File: src/rtl/fifo_burst_reader.sv
// Read engine for fifo_sync: pulls a len-word burst via r_en and replays it as valid/ready/last.
// Optional RD_TIMEOUT_EN: abort a burst that stalls on an empty FIFO for TIMEOUT_CYCLES.
module fifo_burst_reader #(
  parameter int unsigned DATA_WIDTH     = 32,
  parameter int unsigned LEN_BITS       = 8,
  parameter int unsigned OUT_DEPTH      = 4,
  parameter int unsigned TIMEOUT_CYCLES = 255
) (
  input  logic                  clk_i,
  input  logic                  resetn_i,
  input  logic                  start_i,
  input  logic [LEN_BITS-1:0]   len_i,
  output logic                  busy_o,
  output logic                  done_o,
  output logic                  err_o,
  output logic [LEN_BITS-1:0]   xfer_cnt_o,
  output logic                  fifo_rd_en_o,
  input  logic                  fifo_empty_i,
  input  logic [DATA_WIDTH-1:0] fifo_data_i,
  output logic                  m_valid_o,
  input  logic                  m_ready_i,
  output logic [DATA_WIDTH-1:0] m_data_o,
  output logic                  m_last_o
);

  localparam int unsigned PtrW = (OUT_DEPTH > 1) ? $clog2(OUT_DEPTH) : 1;

  if (OUT_DEPTH < 2 || (OUT_DEPTH & (OUT_DEPTH - 1)) != 0 || TIMEOUT_CYCLES == 0)
  begin : g_bad_param
    $error("fifo_burst_reader: OUT_DEPTH must be a power of 2 >= 2, TIMEOUT_CYCLES >= 1");
  end

  typedef enum logic [1:0] {StIdle, StRun, StDrain, StDone} state_e;

  state_e                r_state;
  logic [LEN_BITS-1:0]   r_len;
  logic [LEN_BITS-1:0]   r_recv_cnt;
  logic                  r_inflight;
  logic [PtrW-1:0]       r_rd_ptr;
  logic [PtrW-1:0]       r_wr_ptr;
  logic [PtrW:0]         r_occ;
  logic [DATA_WIDTH-1:0] r_buf_data [OUT_DEPTH];
  logic                  r_buf_last [OUT_DEPTH];

  logic                  w_start;
  logic                  w_capture;
  logic                  w_pop;
  logic                  w_last;
  logic                  w_rd_en;
  logic                  w_timeout;
  logic [LEN_BITS:0]     w_recv_next;

  assign w_start     = (r_state == StIdle) && start_i && (len_i != '0);
  // The FIFO presents the word one cycle after r_en, and only if it is non-empty then.
  assign w_capture   = r_inflight && !fifo_empty_i;
  assign w_last      = (r_recv_cnt == r_len - LEN_BITS'(1));
  assign w_recv_next = {1'b0, r_recv_cnt} + (LEN_BITS + 1)'(w_capture);
  assign w_pop       = m_valid_o && m_ready_i;

  // Counting the in-flight read against both len and buffer space prevents over-read/overflow.
  assign w_rd_en = resetn_i && (r_state == StRun) && !fifo_empty_i && !w_timeout
                && (({1'b0, r_recv_cnt} + (LEN_BITS + 1)'(r_inflight)) < {1'b0, r_len})
                && ((r_occ + (PtrW + 1)'(r_inflight)) < (PtrW + 1)'(OUT_DEPTH));

`ifdef RD_TIMEOUT_EN
  localparam int unsigned TmrW = (TIMEOUT_CYCLES > 1) ? $clog2(TIMEOUT_CYCLES + 1) : 1;

  logic [TmrW-1:0] r_timer;
  logic            r_err;

  assign w_timeout = (r_state == StRun) && (r_timer == TmrW'(TIMEOUT_CYCLES)) && !r_inflight;

  always_ff @(posedge clk_i) begin
    if (!resetn_i) begin
      r_timer <= '0;
      r_err   <= 1'b0;
    end else begin
      if (w_start) begin
        r_err <= 1'b0;
      end else if (w_timeout) begin
        r_err <= 1'b1;
      end
      if (r_state != StRun || w_capture) begin
        r_timer <= '0;
      end else if (fifo_empty_i && r_timer != TmrW'(TIMEOUT_CYCLES)) begin
        r_timer <= r_timer + TmrW'(1);
      end
    end
  end

  assign err_o = r_err;
`else
  assign w_timeout = 1'b0;
  assign err_o     = 1'b0;
`endif

  always_ff @(posedge clk_i) begin
    if (!resetn_i) begin
      r_state    <= StIdle;
      r_len      <= '0;
      r_recv_cnt <= '0;
      r_inflight <= 1'b0;
    end else begin
      r_inflight <= w_rd_en;
      if (w_capture) begin
        r_recv_cnt <= r_recv_cnt + LEN_BITS'(1);
      end
      unique case (r_state)
        StIdle: begin
          if (w_start) begin
            r_len      <= len_i;
            r_recv_cnt <= '0;
            r_state    <= StRun;
          end
        end
        StRun: begin
          if (w_recv_next == {1'b0, r_len} || w_timeout) begin
            r_state <= StDrain;
          end
        end
        StDrain: begin
          if (r_occ == '0) begin
            r_state <= StDone;
          end
        end
        StDone:  r_state <= StIdle;
        default: r_state <= StIdle;
      endcase
    end
  end

  always_ff @(posedge clk_i) begin
    if (!resetn_i) begin
      r_rd_ptr <= '0;
      r_wr_ptr <= '0;
      r_occ    <= '0;
    end else begin
      if (w_capture) begin
        r_wr_ptr <= r_wr_ptr + PtrW'(1);
      end
      if (w_pop) begin
        r_rd_ptr <= r_rd_ptr + PtrW'(1);
      end
      r_occ <= r_occ + (PtrW + 1)'(w_capture) - (PtrW + 1)'(w_pop);
    end
  end

  // Storage needs no reset: occupancy gates everything read out of it.
  always_ff @(posedge clk_i) begin
    if (w_capture) begin
      r_buf_data[r_wr_ptr] <= fifo_data_i;
      r_buf_last[r_wr_ptr] <= w_last;
    end
  end

  assign m_valid_o    = (r_occ != '0);
  assign m_data_o     = m_valid_o ? r_buf_data[r_rd_ptr] : '0;
  assign m_last_o     = m_valid_o && r_buf_last[r_rd_ptr];
  assign busy_o       = (r_state != StIdle);
  assign done_o       = (r_state == StDone);
  assign xfer_cnt_o   = r_recv_cnt;
  assign fifo_rd_en_o = w_rd_en;

endmodule

File: config.mk
export PLATFORM = sky130hd
export DESIGN_NAME = fifo_burst_reader
export DESIGN_NICKNAME = d
export VERILOG_FILES = /design/src/rtl/fifo_burst_reader.sv
export SDC_FILE = /design/constraint.sdc
export NUM_CORES = 1
export LEC_CHECK = 0
export ABC_CLOCK_PERIOD_IN_PS = 4250
export CAP_MARGIN = 20
export CORE_MARGIN = 3
export CORE_UTILIZATION = 49
export DETAILED_ROUTE_END_ITERATION = 6
export DONT_BUFFER_PORTS = 1
export PLACE_DENSITY_LB_ADDON = 0.2
export SYNTH_ARGS = -nofsm -noshare
export SYNTH_HDL_FRONTEND = slang
export SYNTH_SLANG_ARGS = --single-unit
File: constraint.sdc
create_clock -name clk_i -period 4.25 [get_ports clk_i]
set_input_delay 1.275 -clock clk_i [delete_from_list [all_inputs] [get_ports clk_i]]
set_output_delay 1.275 -clock clk_i [all_outputs]
set_load 0.1 [all_outputs]
==> impl_metrics.yaml <==
power_and_ir_drop:
  cellPowerDensity_nw_per_um2: 731
  vdd.ir_drop.worst_v: 0.000461
  p_leak_nw: 2.86
synth:
  synth_nets: 530
  synth-warning-count: 0
  synth.area.mux_share_pct: 11.0
  netlist_area_um2: 7060
  synth.ff_latch_count: 160
  synth_xor_area_share_pct: 3.72
  synth_area_per_cell_um2: 15.3
  synth_sequential_area_ratio_pct: 64.1
  async_reset_ff_share_pct: 0
  synth-adder-area-share_pct: 4.54
  synth_compound_gate_area_share_pct: 3.62
  count_of_flip_flops_with_a_built_in_enable_after_synthesis: 132
  postSynth.topFlopCell: "edfxtp_1"
  post_synth_and_or_nand_nor_area_fraction_pct: 9.98
  cell_count_after_synthesis: 460
  count_of_cell_types_in_the_netlist: 49
  largest_family_of_logic_cells_by_synthesized_area: "multiplexers"
worst_setup_path:
  timing.critical_path.to_type: "output pin"
  max_stage_delay_ns: 0.35
  worst-setup-path-type: "reg2out"
  worstSetupStartpointType: "flop"
  timing.critical_path.mode_cell: "ha_2"
  critPathRequiredTime_ns: 2.97
  cp_slowest_cell: "dfxtp_2"
  critical-path-top-delay-family: "compound AO/OA/AOI/OAI gates"
  crit_arrival_ns: 2.79
  timing.critical_path.buf_inv: 1
  cp_max_fo: 3
  list_of_cells_traversed_by_the_critical_path: "ha_2 -> ha_2 -> nand3_2 -> nor2_1 -> xor2_1 -> ha_1 -> a21o_1 -> a211oi_2 -> o21ai_1 -> a41oi_4 -> buf_12"
clock_tree:
  clock_insertion_delay_worst_skew_ns: 0.41
  total_number_of_clock_tree_sinks: 160
  cts_tree: "yes"
  clkSlewWorstSetupHoldPaths_ns: 0.06
  cts_made_buffers: 17
  clock_path_buffers: 2
  ctsHtreeMaxLevel: 4
  clock_tree.root_cell: "clkbuf_16"
global_route:
  first_global_vias: 4087
  grt_max_degree: 37
  grt_antenna_before_repair: 0
  grt_pass1_wl_um: 21600
  global_route.usage.total_pct: 17.9
  overflow: 0
drt:
  ant_nets: 0
  drc_errors: 0
  detailroute.via_count: 3800
  viasPerCell: 5.52
  dr.pass1.iters: 4
  drt-wirelength-per-cell_um: 19.5
  drt_wl_total_um: 13400
  drt_iter0_drc: 230
timing:
  worstMarginPinSlew_ns: 1.02
  setup_viol: 0
  worst_clock_skew_ns: 0.0100
  accumulated_negative_setup_slack_ns: 0
  achievable-frequency_mhz: 246
  report.final.slew_viol_count: 0
  hold_slack_ns: 0.513
  period_needed_ns: 4.06
  timing_hold_violations_final: 0
  worst_slew_margin_rel_pct: 32.1
  final_min_period_over_clock_period_pct: 95.6
placed_design:
  placed_cells: 656
  dp_hpwl_um: 8690
  portBuffers: 0
  gp_congestion: 0.862
floorplan:
  floorplan.die_area_um2: 15900
  rows: 43
  floorplan.initialDensity_pct: 50.4
  boundaryPins: 91
  core-area_um2: 14000
  die_w_um: 126
  fp.dieH_um: 126
status:
  status: "complete, no violations"
hold_path:
  hold_class: "reg2reg"
job:
  max_cap_violations: 0
layout:
  non_filler_instances: 689
  area.growth.synth_to_final_pct: 15.3
  finalNetCount: 566
  finish.utilization_pct: 58.2
  final_layout_size_suffix_gt1_share_pct: 25.9
  antenna_cells_inserted: 0
-- tightest hold or removal path, cell delays in order, from the launching register on --
cell	delay [ns]
dfxtp_1	0.35
nand2_1	0.07
mux2i_1	0.05
-- per-stage QoR --
step	area [um2]	total power (W)	worst slack [ns]
2_1_floorplan	7090	0.00401	0.0457
3_3_place_gp	7500	0.00443	0.428
3_5_place_dp	7500	0.00446	0.384
4_1_cts	8120	0.00601	0.0392
5_1_grt	8140	0.00619	-0.00672
6_report	8140	0.00595	0.189
-- final timing paths --
path | start | endpoint | slack [ns] | cells past startpoint
worst min register to register | r_state[1]$_SDFFE_PN0P_ | r_state[1]$_SDFFE_PN0P_ | 0.51 | 2
worst min-delay path | r_state[1]$_SDFFE_PN0P_ | r_state[1]$_SDFFE_PN0P_ | 0.51 | 2
worst max register to register | r_occ[1]$_SDFF_PN0_ | r_occ[2]$_SDFF_PN0_ | 1.30 | 10
worst max-delay path | r_inflight$_SDFF_PN0_ | fifo_rd_en_o | 0.19 | 11
-- layout make-up --
| cell class | instances | area, um2 |
|---|---|---|
| clock buffer | 23 | 478 |
| clock inverter | 9 | 131 |
| fill | 1112 | 5850 |
| inverter | 18 | 67.6 |
| multi-input combinational | 256 | 2360 |
| sequential | 160 | 4540 |
| tap | 180 | 225 |
| timing repair buffer | 43 | 335 |
-- kinds of logic (layout without fill, tap and decap cells) --
group / after synthesis / count (layout)
mux: 36 / 36
other cells: 1 / 1
xor+xnor: 30 / 30
simple gates: 128 / 128
fa+ha+maj: 25 / 25
flops: 160 / 160
compound gates: 36 / 36
buf+inv: 44 / 93
-- cells in the final DEF (no fill, tap or decap), types with 2 or more instances in the layout --
master       n
a21boi_1     8
a21o_1       5
a21oi_1      4
a22oi_1      2
a32oi_1      2
and2_1      39
and2_2       4
and3_1       3
buf_4       42
bufinv_16    3
clkbuf_1     3
clkbuf_16   17
clkbuf_8     3
clkinv_2     3
clkinv_4     2
dfxtp_1     18
dfxtp_2      9
edfxtp_1   132
ha_1        22
ha_2         2
inv_1       18
mux2i_1      3
mux4_2      33
nand2_1     21
nand3_1     14
nand4_1      5
nor2_1      19
nor2b_1      5
nor3_1       4
o21ai_0      6
o21ai_1      2
or4_1        2
xnor2_1     16
xor2_1      14
-- routing by layer --
layer / GRT usage [%] / vias to the layer above / part of all wire (%)
met5: 0 / - / 0
met4: 6.62 / 0 / 1.5
met3: 5.26 / 16 / 5.4
met2: 30.1 / 98 / 51
met1: 22.1 / 1899 / 42
li1: - / 1787 / -
-- synthesized netlist by cell type, types with 2 or more instances --
cell type | count | area, um2
a21boi_1 | 8 | 60.1
a21o_1 | 5 | 37.5
a21oi_1 | 4 | 20.0
a22oi_1 | 2 | 15.0
a32oi_1 | 2 | 17.5
a41oi_1 | 2 | 17.5
and2_1 | 43 | 269
and3_1 | 3 | 18.8
buf_2 | 5 | 25.0
buf_6 | 3 | 33.8
clkbuf_1 | 13 | 48.8
clkbuf_2 | 3 | 15.0
dfxtp_1 | 28 | 561
edfxtp_1 | 132 | 3960
ha_1 | 24 | 300
inv_1 | 18 | 67.6
mux2i_1 | 3 | 30.0
mux4_2 | 33 | 743
nand2_1 | 21 | 78.8
nand3_1 | 15 | 75.1
nand4_1 | 5 | 31.3
nor2_1 | 19 | 71.3
nor2b_1 | 5 | 31.3
nor3_1 | 4 | 20.0
o21ai_0 | 7 | 35.0
or4_1 | 2 | 15.0
xnor2_1 | 16 | 140
xor2_1 | 14 | 123
-- flip-flops by register name, indices dropped and copies added, names as in the netlist, named ones only --
name,count
r_inflight,1
r_state,2
r_len,8
r_wr_ptr,2
r_rd_ptr,2
r_buf_last,4
r_buf_data,128
xfer_cnt_o,8
r_occ,3
-- report_power, final --
| group | switching, W | leakage, nW | internal, W |
|---|---|---|---|
| logic | 0.00191 | 1.13 | 0.000629 |
| clock network | 0.000575 | 0.302 | 0.000972 |
| registers | 0.000102 | 1.43 | 0.00176 |
-- timing repair --
item | in CTS | in global routing
setup buffers | 0 | 1
gates cloned | 0 | 0
resized for setup | 3 | 3
setup endpoints to repair | 1 | 1
pin swaps | 0 | 1
hold buffers | 0 | 0
Power figures use the tool's default switching activity.
